$ cat src/rtl/pipeline_pkg.sv
// pipeline_pkg
//   Shared definitions for the pipelined CPU front end:
//   - fetch_state_e   : instruction fetch FSM states
//   - NOP_INSTR       : bubble inserted when no valid instruction is presented
//   - DEFAULT_RESET_PC: default first fetch address after reset
//   - align_word()    : forces a byte address onto a 32-bit word boundary
package pipeline_pkg;

  typedef enum logic [1:0] {
    ST_IDLE  = 2'd0,
    ST_FETCH = 2'd1,
    ST_HOLD  = 2'd2,
    ST_DRAIN = 2'd3
  } fetch_state_e;

  localparam logic [31:0] NOP_INSTR        = 32'h0000_0000;
  localparam logic [31:0] DEFAULT_RESET_PC = 32'h0000_0000;

  function automatic logic [31:0] align_word(input logic [31:0] addr);
    return addr & 32'hFFFF_FFFC;
  endfunction

endpackage

$ cat src/rtl/instruction_fetch_unit_if.sv
// instruction_fetch_unit_if
//   Request/acknowledge bus between the fetch unit and instruction memory.
//   - imem_req   : fetch request (master -> slave)
//   - imem_addr  : word-aligned fetch address (master -> slave)
//   - imem_ack   : one-cycle pulse, imem_rdata valid (slave -> master)
//   - imem_rdata : fetched word (slave -> master)
interface instruction_fetch_unit_if;
  logic        imem_req;
  logic [31:0] imem_addr;
  logic        imem_ack;
  logic [31:0] imem_rdata;

  modport master (output imem_req, output imem_addr, input imem_ack, input imem_rdata);
  modport slave  (input imem_req, input imem_addr, output imem_ack, output imem_rdata);
endinterface

$ cat src/rtl/instruction_fetch_unit_pc_register.sv
// pc_register
//   Program counter with asynchronous active-low reset to RESET_PC.
//   - clk, rst_n : clock, async active-low reset
//   - load       : take target (has priority over inc)
//   - inc        : advance by one word (+4)
//   - target     : load value (already word aligned by the caller)
//   - pc         : current program counter
module pc_register
  import pipeline_pkg::*;
#(
  parameter logic [31:0] RESET_PC = DEFAULT_RESET_PC
) (
  input  logic        clk,
  input  logic        rst_n,
  input  logic        load,
  input  logic        inc,
  input  logic [31:0] target,
  output logic [31:0] pc
);

  logic [31:0] pc_d;
  logic [31:0] pc_q;

  always_comb begin
    pc_d = pc_q;
    if (load)     pc_d = target;
    else if (inc) pc_d = pc_q + 32'd4;
  end

  always_ff @(posedge clk or negedge rst_n) begin
    if (!rst_n) pc_q <= RESET_PC;
    else        pc_q <= pc_d;
  end

  assign pc = pc_q;

endmodule

$ cat src/rtl/instruction_fetch_unit.sv
// instruction_fetch_unit
//   Fetch stage: owns the PC, runs the req/ack handshake to instruction memory
//   and presents one instruction at a time to IF/ID, with NOP bubbles otherwise.
//   - clk, rst_n                   : clock, async active-low reset
//   - cpu_en                       : global enable for consumption and redirects
//   - id_shouldStall               : IF/ID holding, presented instruction not consumed
//   - id_/ex_shouldJumpOrBranch    : redirect requests (EX has priority)
//   - id_/ex_target                : redirect targets
//   - imem                         : instruction memory bus (master side)
//   - if_pc_4                      : PC of the presented instruction + 4
//   - if_instruction, if_valid     : presented instruction / validity
module instruction_fetch_unit
  import pipeline_pkg::*;
#(
  parameter logic [31:0] RESET_PC = DEFAULT_RESET_PC
) (
  input  logic                            clk,
  input  logic                            rst_n,
  input  logic                            cpu_en,
  input  logic                            id_shouldStall,
  input  logic                            id_shouldJumpOrBranch,
  input  logic [31:0]                     id_target,
  input  logic                            ex_shouldJumpOrBranch,
  input  logic [31:0]                     ex_target,
  instruction_fetch_unit_if.master        imem,
  output logic [31:0]                     if_pc_4,
  output logic [31:0]                     if_instruction,
  output logic                            if_valid
);

  fetch_state_e state_q, state_d;
  logic [31:0]  hold_q, hold_d;
  logic [31:0]  drain_addr_q, drain_addr_d;
  logic [31:0]  pc;
  logic         pc_load, pc_inc;
  logic         redirect;
  logic [31:0]  redirect_target;
  logic         req;
  logic [31:0]  addr;

  assign redirect        = cpu_en && (ex_shouldJumpOrBranch || id_shouldJumpOrBranch);
  assign redirect_target = align_word(ex_shouldJumpOrBranch ? ex_target : id_target);

  pc_register #(.RESET_PC(RESET_PC)) u_pc (
    .clk    (clk),
    .rst_n  (rst_n),
    .load   (pc_load),
    .inc    (pc_inc),
    .target (redirect_target),
    .pc     (pc)
  );

  // State register
  always_ff @(posedge clk or negedge rst_n) begin
    if (!rst_n) state_q <= ST_IDLE;
    else        state_q <= state_d;
  end

  // Holding register and abandoned-request address only matter in HOLD/DRAIN,
  // which are unreachable without first loading them, so no reset is needed.
  always_ff @(posedge clk) begin
    hold_q       <= hold_d;
    drain_addr_q <= drain_addr_d;
  end

  // Next state and PC/buffer control
  always_comb begin
    state_d      = state_q;
    hold_d       = hold_q;
    drain_addr_d = drain_addr_q;
    pc_load      = 1'b0;
    pc_inc       = 1'b0;
    case (state_q)
      ST_IDLE: state_d = ST_FETCH;
      ST_FETCH: begin
        if (imem.imem_ack) begin
          if (redirect) begin
            // Word arrived for a path we are leaving: drop it, refetch at target.
            pc_load = 1'b1;
            state_d = ST_FETCH;
          end else begin
            hold_d  = imem.imem_rdata;
            state_d = ST_HOLD;
          end
        end else if (redirect) begin
          // Request is already on the bus and must stay stable until acked,
          // so remember its address and finish it in DRAIN.
          pc_load      = 1'b1;
          drain_addr_d = pc;
          state_d      = ST_DRAIN;
        end
      end
      ST_HOLD: begin
        if (redirect) begin
          pc_load = 1'b1;
          state_d = ST_FETCH;
        end else if (cpu_en && !id_shouldStall) begin
          pc_inc  = 1'b1;
          state_d = ST_FETCH;
        end
      end
      ST_DRAIN: begin
        pc_load = redirect;
        if (imem.imem_ack) state_d = ST_FETCH;
      end
      default: state_d = ST_IDLE;
    endcase
  end

  // Outputs
  always_comb begin
    req            = 1'b0;
    addr           = pc;
    if_valid       = 1'b0;
    if_instruction = NOP_INSTR;
    case (state_q)
      ST_FETCH: req = 1'b1;
      ST_HOLD: begin
        if_valid       = 1'b1;
        if_instruction = hold_q;
      end
      ST_DRAIN: begin
        req  = 1'b1;
        addr = drain_addr_q;
      end
      default: ;
    endcase
  end

  assign imem.imem_req  = req;
  assign imem.imem_addr = addr;
  assign if_pc_4        = pc + 32'd4;

endmodule

$ cat src/flat_wrapper.sv
// flat-port wrapper written by rule: the top's interface ports become plain ports
module instruction_fetch_unit_flat import pipeline_pkg::*;
#(
  parameter logic [31:0] RESET_PC = DEFAULT_RESET_PC
)
  (clk, rst_n, cpu_en, id_shouldStall, id_shouldJumpOrBranch, id_target, ex_shouldJumpOrBranch, ex_target, if_pc_4, if_instruction, if_valid, imem_imem_req, imem_imem_addr, imem_imem_ack, imem_imem_rdata);
  instruction_fetch_unit_if imem_i ();
  input  logic clk;
  input  logic rst_n;
  input  logic cpu_en;
  input  logic id_shouldStall;
  input  logic id_shouldJumpOrBranch;
  input  logic [31:0] id_target;
  input  logic ex_shouldJumpOrBranch;
  input  logic [31:0] ex_target;
  output logic [31:0] if_pc_4;
  output logic [31:0] if_instruction;
  output logic if_valid;
  output wire logic [$bits(imem_i.imem_req)-1:0] imem_imem_req;
  output wire logic [$bits(imem_i.imem_addr)-1:0] imem_imem_addr;
  input wire logic [$bits(imem_i.imem_ack)-1:0] imem_imem_ack;
  input wire logic [$bits(imem_i.imem_rdata)-1:0] imem_imem_rdata;
  assign imem_imem_req = imem_i.imem_req;
  assign imem_imem_addr = imem_i.imem_addr;
  assign imem_i.imem_ack = imem_imem_ack;
  assign imem_i.imem_rdata = imem_imem_rdata;
  instruction_fetch_unit #(.RESET_PC(RESET_PC)) u_core (.clk(clk), .rst_n(rst_n), .cpu_en(cpu_en), .id_shouldStall(id_shouldStall), .id_shouldJumpOrBranch(id_shouldJumpOrBranch), .id_target(id_target), .ex_shouldJumpOrBranch(ex_shouldJumpOrBranch), .ex_target(ex_target), .imem(imem_i), .if_pc_4(if_pc_4), .if_instruction(if_instruction), .if_valid(if_valid));
endmodule
$ cat config.mk
export PLATFORM = sky130hd
export DESIGN_NAME = instruction_fetch_unit_flat
export DESIGN_NICKNAME = d
export VERILOG_FILES = /design/src/rtl/pipeline_pkg.sv /design/src/rtl/instruction_fetch_unit_if.sv /design/src/rtl/instruction_fetch_unit_pc_register.sv /design/src/rtl/instruction_fetch_unit.sv /design/src/flat_wrapper.sv
export SDC_FILE = /design/constraint.sdc
export NUM_CORES = 1
export LEC_CHECK = 0
export CAP_MARGIN = 20
export CORE_UTILIZATION = 44
export DETAILED_ROUTE_END_ITERATION = 7
export GPL_TIMING_DRIVEN = 0
export MAX_ROUTING_LAYER = met4
export PLACE_DENSITY = 0.83
export SLEW_MARGIN = 0
export SYNTH_ARGS = -nofsm -noshare
export SYNTH_HDL_FRONTEND = slang
export SYNTH_SLANG_ARGS = --single-unit
$ cat constraint.sdc
create_clock -name clk -period 5.6 [get_ports clk]
set_input_delay 1.4 -clock clk [delete_from_list [all_inputs] [get_ports clk]]
set_output_delay 1.4 -clock clk [all_outputs]
set_load 0.01 [all_outputs]
==> metrics.md, run 1 <==
| Metric | Value |
|---|---|
| Area delta synth->final | 48.0% |
| Syn avg cell area | roughly 11 um2 |
| Pre-antenna DRT Iters | 4 |
| Slowest Stage Delay on Critical Path | around 0.68 ns |
| Dominant cell type by area after synthesis | edfxtp_1 |
| GRT overflow | 0 |
| Slew HR | ~42% |
| YS warnings | 0 |
| Pleak | between 2 and 3 nW |
| Final critical-path share of the clock period | between 80% and 90% |
| Gp weighted congestion | between 0.9 and 1 |
| Worst VDD drop | between 0.0002 and 0.00025 V |
| Nets | slightly below 800 |
| Worst-Skew Late Latency | between 0.3 and 0.4 ns |
| Detail Placement HPWL | around 11000 um |
| Worst-Margin Slew | around 0.88 ns |
| Most frequent cells after synthesis | 62 x edfxtp_1, 39 x mux2_2, 34 x nand2_1 |
| Final WS setup | 1.06 ns |
| Gr usage total | between 20 and 30% |
| Worst-path clk slew | about 0.060 ns |
| Largest net degree at the start of global routing | 33 |
| Cell area after layout | roughly 0.0076 mm2 |
| Total clock buffers created by CTS | 9 |
| # Max-Cap Violations | 0 |
| # clock sinks | 94 |
| Period minus WS final | approximately 4.5 ns |
| Overall routed net length | about 15000 um |
| PortBufs | between 150 and 200 |
| # diodes | 0 |
| Slew Viols, Final | 0 |
| CTS tree | yes |
| DR vias | 4512 |
| Die X | 110 um |
| F_max | 220 MHz |
| CP Launch Type | register |
| PwrDens | about 400 mW/mm2 |
| Clock Skews | 0.00871 ns |
| Worst Path Required | 4.20 ns |
| Final hold violations | 0 |
| Vias in the first global route | 4292 |
| Top_reg_cell synth | edfxtp_1 |
| CP max FO | 8 |
| Post-Syn Area | 0.00512 mm2 |
| Layout cells sized above 1 | between 10% and 20% |
| Mean routed wirelength per cell | 18.4 um |
| Clk root buf | clkbuf_16 |
| Setup CP Type | reg -> out |
| Final Setup Violations | 0 |
| DRC viols | 0 |
| 1st-iter DRT viols | 300 |
| Endpoint class of the critical path | output pin |
| Seq/Total Area, Yosys | between 50% and 60% |
| Die area | roughly 0.012 mm2 |
| Number of enable flip-flop cells after synthesis | 62 |
| Io pins | around 200 |
| Initial antenna violation count | 0 |
| Core ar. | between 0.01 and 0.015 mm2 |
| First-pass GRT wire length | 21900 um |
| Async set or reset register ratio after synthesis | between 30% and 40% |
| Post-Place Setup Slack | around 1.5 ns |
| Clock Path Buffers | 2 |
| CP top delay family | simple AND/OR/NAND/NOR gates |
| Area after DPL | between 0.007 and 0.008 mm2 |
| Postcts setup bufs | 0 |
| Initial Util | around 45% |
| Height of the chip | approximately 110 um |
| Synth area leaders | edfxtp_1 36%, dfrtp_1 16%, mux2_2 8.6%, and2_1 3.9%, xnor2_1 3.6% |
| Syn Inst Count | 456 |
| Vias per inst | ~5.5 |
| H-tree depth | 3 |
| CP bufs+invs | 1 |
| Top-count cell post-synth | edfxtp_1 |
| Slowest library cell on the worst path | nor4_2 |
| Crit path DAT | between 3 and 4 ns |
| Post-layout util | roughly two thirds |
| # hold bufs at CTS | 0 |
| RSZ-0062 raised after global routing | no |
| Post-DRT Antenna Nets | 0 |
| Hold Crit Class | reg -> reg |
| Synth Register Bits | between 90 and 100 |
| Gates resized, CTS repair | 0 |
| Synth top area share | between 30% and 40% |
| Critical path cell sequence | ha_1 > nand4_1 > nor4_2 > nand2_1 > xnor2_1 > clkdlybuf4s50_1 |
| Netlist cell types | 57 |
| FP Rows | 39 |
| Status | complete, no violations |
[flip-flops by register name, summed over array words and instances, names as in the netlist]
name,flops
u_core.drain_addr_q,30
u_core.hold_q,32
u_core.state_q,2
u_core.u_pc.pc,30
[stage by stage]
stage               setup TNS (ns)  std cells  power [mW]  hold slack [ns]
global placement            -63.19        793        2.47            0.424
detailed placement               0        798        2.51            0.427
floorplan                        0        459        1.77            0.420
global route                     0        814        3.26            0.451
CTS                              0        814        3.12            0.445
finish                           0        814        3.11            0.445
[final cells by class]
| type | instances | area [um2] |
|---|---|---|
| Tap cell | 143 | 179 |
| Clock buffer | 10 | 239 |
| Fill cell | 908 | 3800 |
| Buffer | 41 | 188 |
| Clock inverter | 6 | 51.3 |
| Timing Repair Buffer | 196 | 1970 |
| Inverter | 4 | 15.0 |
| Sequential cell | 94 | 2660 |
| Multi-Input combinational cell | 320 | 2270 |
[layout by cell type (no fill, tap or decap), types with 5 or more instances in the layout]
master	Yosys	layout
o22ai_1	5	5
clkbuf_16	0	9
nand3_1	21	21
o221a_2	5	5
buf_4	4	7
nor3_1	6	6
dfrtp_1	32	32
clkdlybuf4s50_1	0	190
clkbuf_1	28	28
o21ai_0	8	8
a21oi_1	17	17
and2_1	32	32
nor2_1	26	26
nand2_1	34	34
a311oi_1	6	6
xor2_1	8	8
mux2i_1	18	18
nand4_1	14	14
xnor2_1	21	21
and3_1	5	5
edfxtp_1	62	62
mux2_2	39	39
[power by group]
part | switching (mW) | internal, mW
clock | 0.247 | 0.352
combinational | 0.685 | 0.788
sequential | 0.126 | 0.913
total | 1.06 | 2.05
[cells by family (layout without fill, tap and decap cells)]
kind of cell | Yosys count | in the layout | share of synthesized area, %
AOI/OAI and AO/OA | 67 | 67 | 9.34
xor gates and xnor gates | 29 | 29 | 4.96
adders and majority gates | 1 | 1 | 0.244
buffers and inverters | 45 | 257 | 3.96
DFF | 94 | 94 | 52.0
muxes | 57 | 57 | 12.1
other | 1 | 4 | 0.0733
and+or+nand+nor | 162 | 162 | 17.3
[worst register-to-register path, stage by stage (launching register included)]
cell and delay [ns]:
dfrtp_1 0.49, ha_1 0.34, nand4_1 0.20, nor4_2 0.68, nand4_1 0.29, o31a_1 0.34, nand3_1 0.08
[per-layer routing]
metal	share of wire (%)	track usage, %
met4	2.8	10.6
met1	41	30.0
met2	48	42.1
met5	0	-
met3	8.7	4.68
[worst paths after layout]
| path | from | to | slack, ns | cells past startpoint |
|---|---|---|---|---|
| worst max-delay path | u_core.u_pc.pc[2] | if_pc_4[18] | 1.06 | 6 |
| worst min-delay path | u_core.u_pc.pc[18] | u_core.drain_addr_q[18] | 0.45 | 0 |
| worst max register to register | u_core.u_pc.pc[2] | u_core.u_pc.pc[20] | 3.12 | 6 |
| worst min register to register | u_core.u_pc.pc[18] | u_core.drain_addr_q[18] | 0.45 | 0 |
| max in group asynchronous | rst_n | u_core.u_pc.pc[14] | 3.94 | 1 |
| min in group asynchronous | rst_n | u_core.u_pc.pc[23] | 1.15 | 1 |
No activity file was read; power rests on OpenSTA's default activity.
==> run 2: changes to the inputs <==
==> constraint.sdc (replaced) <==
create_clock -name clk -period 4.25 [get_ports clk]
set_input_delay 1.0625 -clock clk [delete_from_list [all_inputs] [get_ports clk]]
set_output_delay 1.0625 -clock clk [all_outputs]
set_load 0.01 [all_outputs]
==> metrics.md, run 2 (synthesis results as in run 1) <==
| Metric | Value |
|---|---|
| Final critical-path share of the clock period | between 90 and 100% |
| Max reg flops | 32 (unchanged) |
| Initial antenna violation count | 0 (unchanged) |
| Nets | 768 (-0.26%) |
| Final Setup Violations | 0 (unchanged) |
| Hold Crit Class | reg -> reg |
| Die X | 110 um (unchanged) |
| Placed Cells | 796 (-0.25%) |
| CTS tree | yes |
| Pleak | 2.80 nW (+0.67%) |
| Worst VDD drop | 0.000317 V (+54%) |
| Height of the chip | 110 um (unchanged) |
| Core ar. | 0.0114 mm2 (unchanged) |
| WL met2 | 7020 um (-2.2%) |
| Leading cell type in the layout, fill and taps excluded | clkdlybuf4s50_1 |
| Met1 WL | 5780 um (-4.7%) |
| Clk root buf | clkbuf_16 |
| DR vias | 4470 (-0.93%) |
| GRT overflow | 0 (unchanged) |
| Post-Place Setup Slack | 0.491 ns (-0.967 ns) |
| Endpoint class of the critical path | output pin |
| PwrDens | 545 mW/mm2 (+33%) |
| Detail Placement HPWL | 11000 um (-2.0%) |
| FP Rows | 39 (unchanged) |
| Final WS setup | 0.250 ns (-0.813 ns) |
| First-pass GRT wire length | 22000 um (+0.28%) |
| RSZ-0062 raised after global routing | no |
| Pre-antenna DRT Iters | 5 (+1) |
| Worst-Margin Slew | 0.861 ns (-0.0166 ns) |
| Worst-path clk slew | 0.06 ns (about the same) |
| Io pins | 201 (unchanged) |
| Mean routed wirelength per cell | 18.0 um (-2.0%) |
| # hold bufs at CTS | 0 (unchanged) |
| # clock sinks | 94 (unchanged) |
| H-tree depth | 3 (unchanged) |
| F_max | 250 MHz |
| Initial Util | 45.0% (unchanged) |
| Largest net degree at the start of global routing | 33 (unchanged) |
| Most frequent cells in the layout | 190 x clkdlybuf4s50_1, 62 x edfxtp_1, 39 x mux2_2, 34 x nand2_1 |
| Slew Viols, Final | 0 (unchanged) |
| Clock Skews | 0.00517 ns (-0.00354 ns) |
| Area delta synth->final | 48.6% |
| Non-filler cells, final | 811 (-0.37%) |
| Status | complete, no violations |
| Period minus WS final | about 4 ns |
| Worst Path Required | 3.19 ns (-1.01 ns) |
| Top sig layer | met4 |
| Die area | 0.0121 mm2 (unchanged) |
| Post-DRT Antenna Nets | 0 (unchanged) |
| Slew HR | 42.6% (+1.1 points) |
| CP Launch Type | register |
| Met3 wire length | 1410 um (+7.5%) |
| Vias per inst | 5.51 (-0.56%) |
| 1st-iter DRT viols | 335 (+12%) |
| Overall routed net length | 14600 um (-2.4%) |
| # Max-Cap Violations | 0 (unchanged) |
| Gp weighted congestion | 0.922 (+0.67%) |
| DRC viols | 0 (unchanged) |
| Crit path DAT | 2.94 ns (-0.20 ns) |
| Postcts setup bufs | 0 (unchanged) |
| Largest register by flop count | u_core.hold_q |
| Layout cells sized above 1 | 12.3% (+0.055 points) |
| Setup CP Type | reg -> out |
| Final hold violations | 0 (unchanged) |
| CP max FO | 8 (unchanged) |
| Worst hold margin | 0.446 ns (+0.000448 ns) |
| Gr usage total | 25.2% (-0.11 points) |
| Total clock buffers created by CTS | 9 (unchanged) |
| # diodes | 0 (unchanged) |
| Clock Path Buffers | 2 (unchanged) |
| Worst-Skew Late Latency | 0.34 ns (about the same) |
| Vias in the first global route | 4266 (-0.61%) |
| PortBufs | 191 (unchanged) |
==> run 2: cell types whose count changed in the layout (fill, tap and decap cells not counted), sizes merged <==
cell,before,now
buf,19,17
bufinv,1,2
clkinv,5,3
==> run 2: worst max-delay path, stage by stage (launching register included) <==
cell and delay [ns]:
dfrtp_1 0.49, ha_1 0.34, nand4_1 0.23, nor4_4 0.52, nand2_1 0.18, xnor2_1 0.25
clkdlybuf4s50_1 0.58
==> run 2: metrics by stage <==
stage | power (mW) | TNS [ns] | cell area, um2 | utilization [%]
after floorplan | 2.33 | 0 | 5130 | -
after global placement | 3.26 | -17.85 | 7230 | 63.6
after detailed placement | 3.31 | 0 | 7290 | 64.1
after CTS | 4.16 | 0 | 7590 | 66.8
after global routing | 4.36 | 0 | 7610 | 66.9
final | 4.15 | 0 | 7610 | 66.9
==> run 2: repair_timing <==
item,in CTS,in global routing
resized for setup,0,2
endpoints found under the setup margin,0,8
endpoints found under the hold margin,0,0
==> run 2: worst paths after layout <==
check                                        start                      end  slack (ns)  depth (start not counted)
worst max register to register  u_core.u_pc.pc[15]       u_core.u_pc.pc[27]        1.91                          7
max in group asynchronous                    rst_n       u_core.u_pc.pc[10]        2.94                          1
worst min-delay path            u_core.u_pc.pc[19]  u_core.drain_addr_q[19]        0.45                          0
min in group asynchronous                    rst_n       u_core.u_pc.pc[23]        0.80                          1
worst min register to register  u_core.u_pc.pc[19]  u_core.drain_addr_q[19]        0.45                          0
worst max-delay path             u_core.u_pc.pc[2]              if_pc_4[28]        0.25                          6
==> run 2: where the power goes <==
part           internal (mW)  switching, mW
Combinational           1.04          0.902
Sequential              1.20          0.165
Clock                  0.509          0.328
==> run 2: layer usage <==
metal  track usage [%]  vias to the layer above
met1              30.2                     2115
met3              5.63                       34
li1                  -                     2090
met2              40.4                      231
met5                 -                        -
met4              11.7                        0
==> run 2: layout make-up <==
type	count	area, um2
Buffer	41	188
Clock buffer	10	229
Clock inverter	5	75.1
Fill cell	868	3760
Inverter	4	15.0
Multi-Input combinational cell	320	2290
Sequential cell	94	2660
Tap cell	143	179
Timing Repair Buffer	194	1960
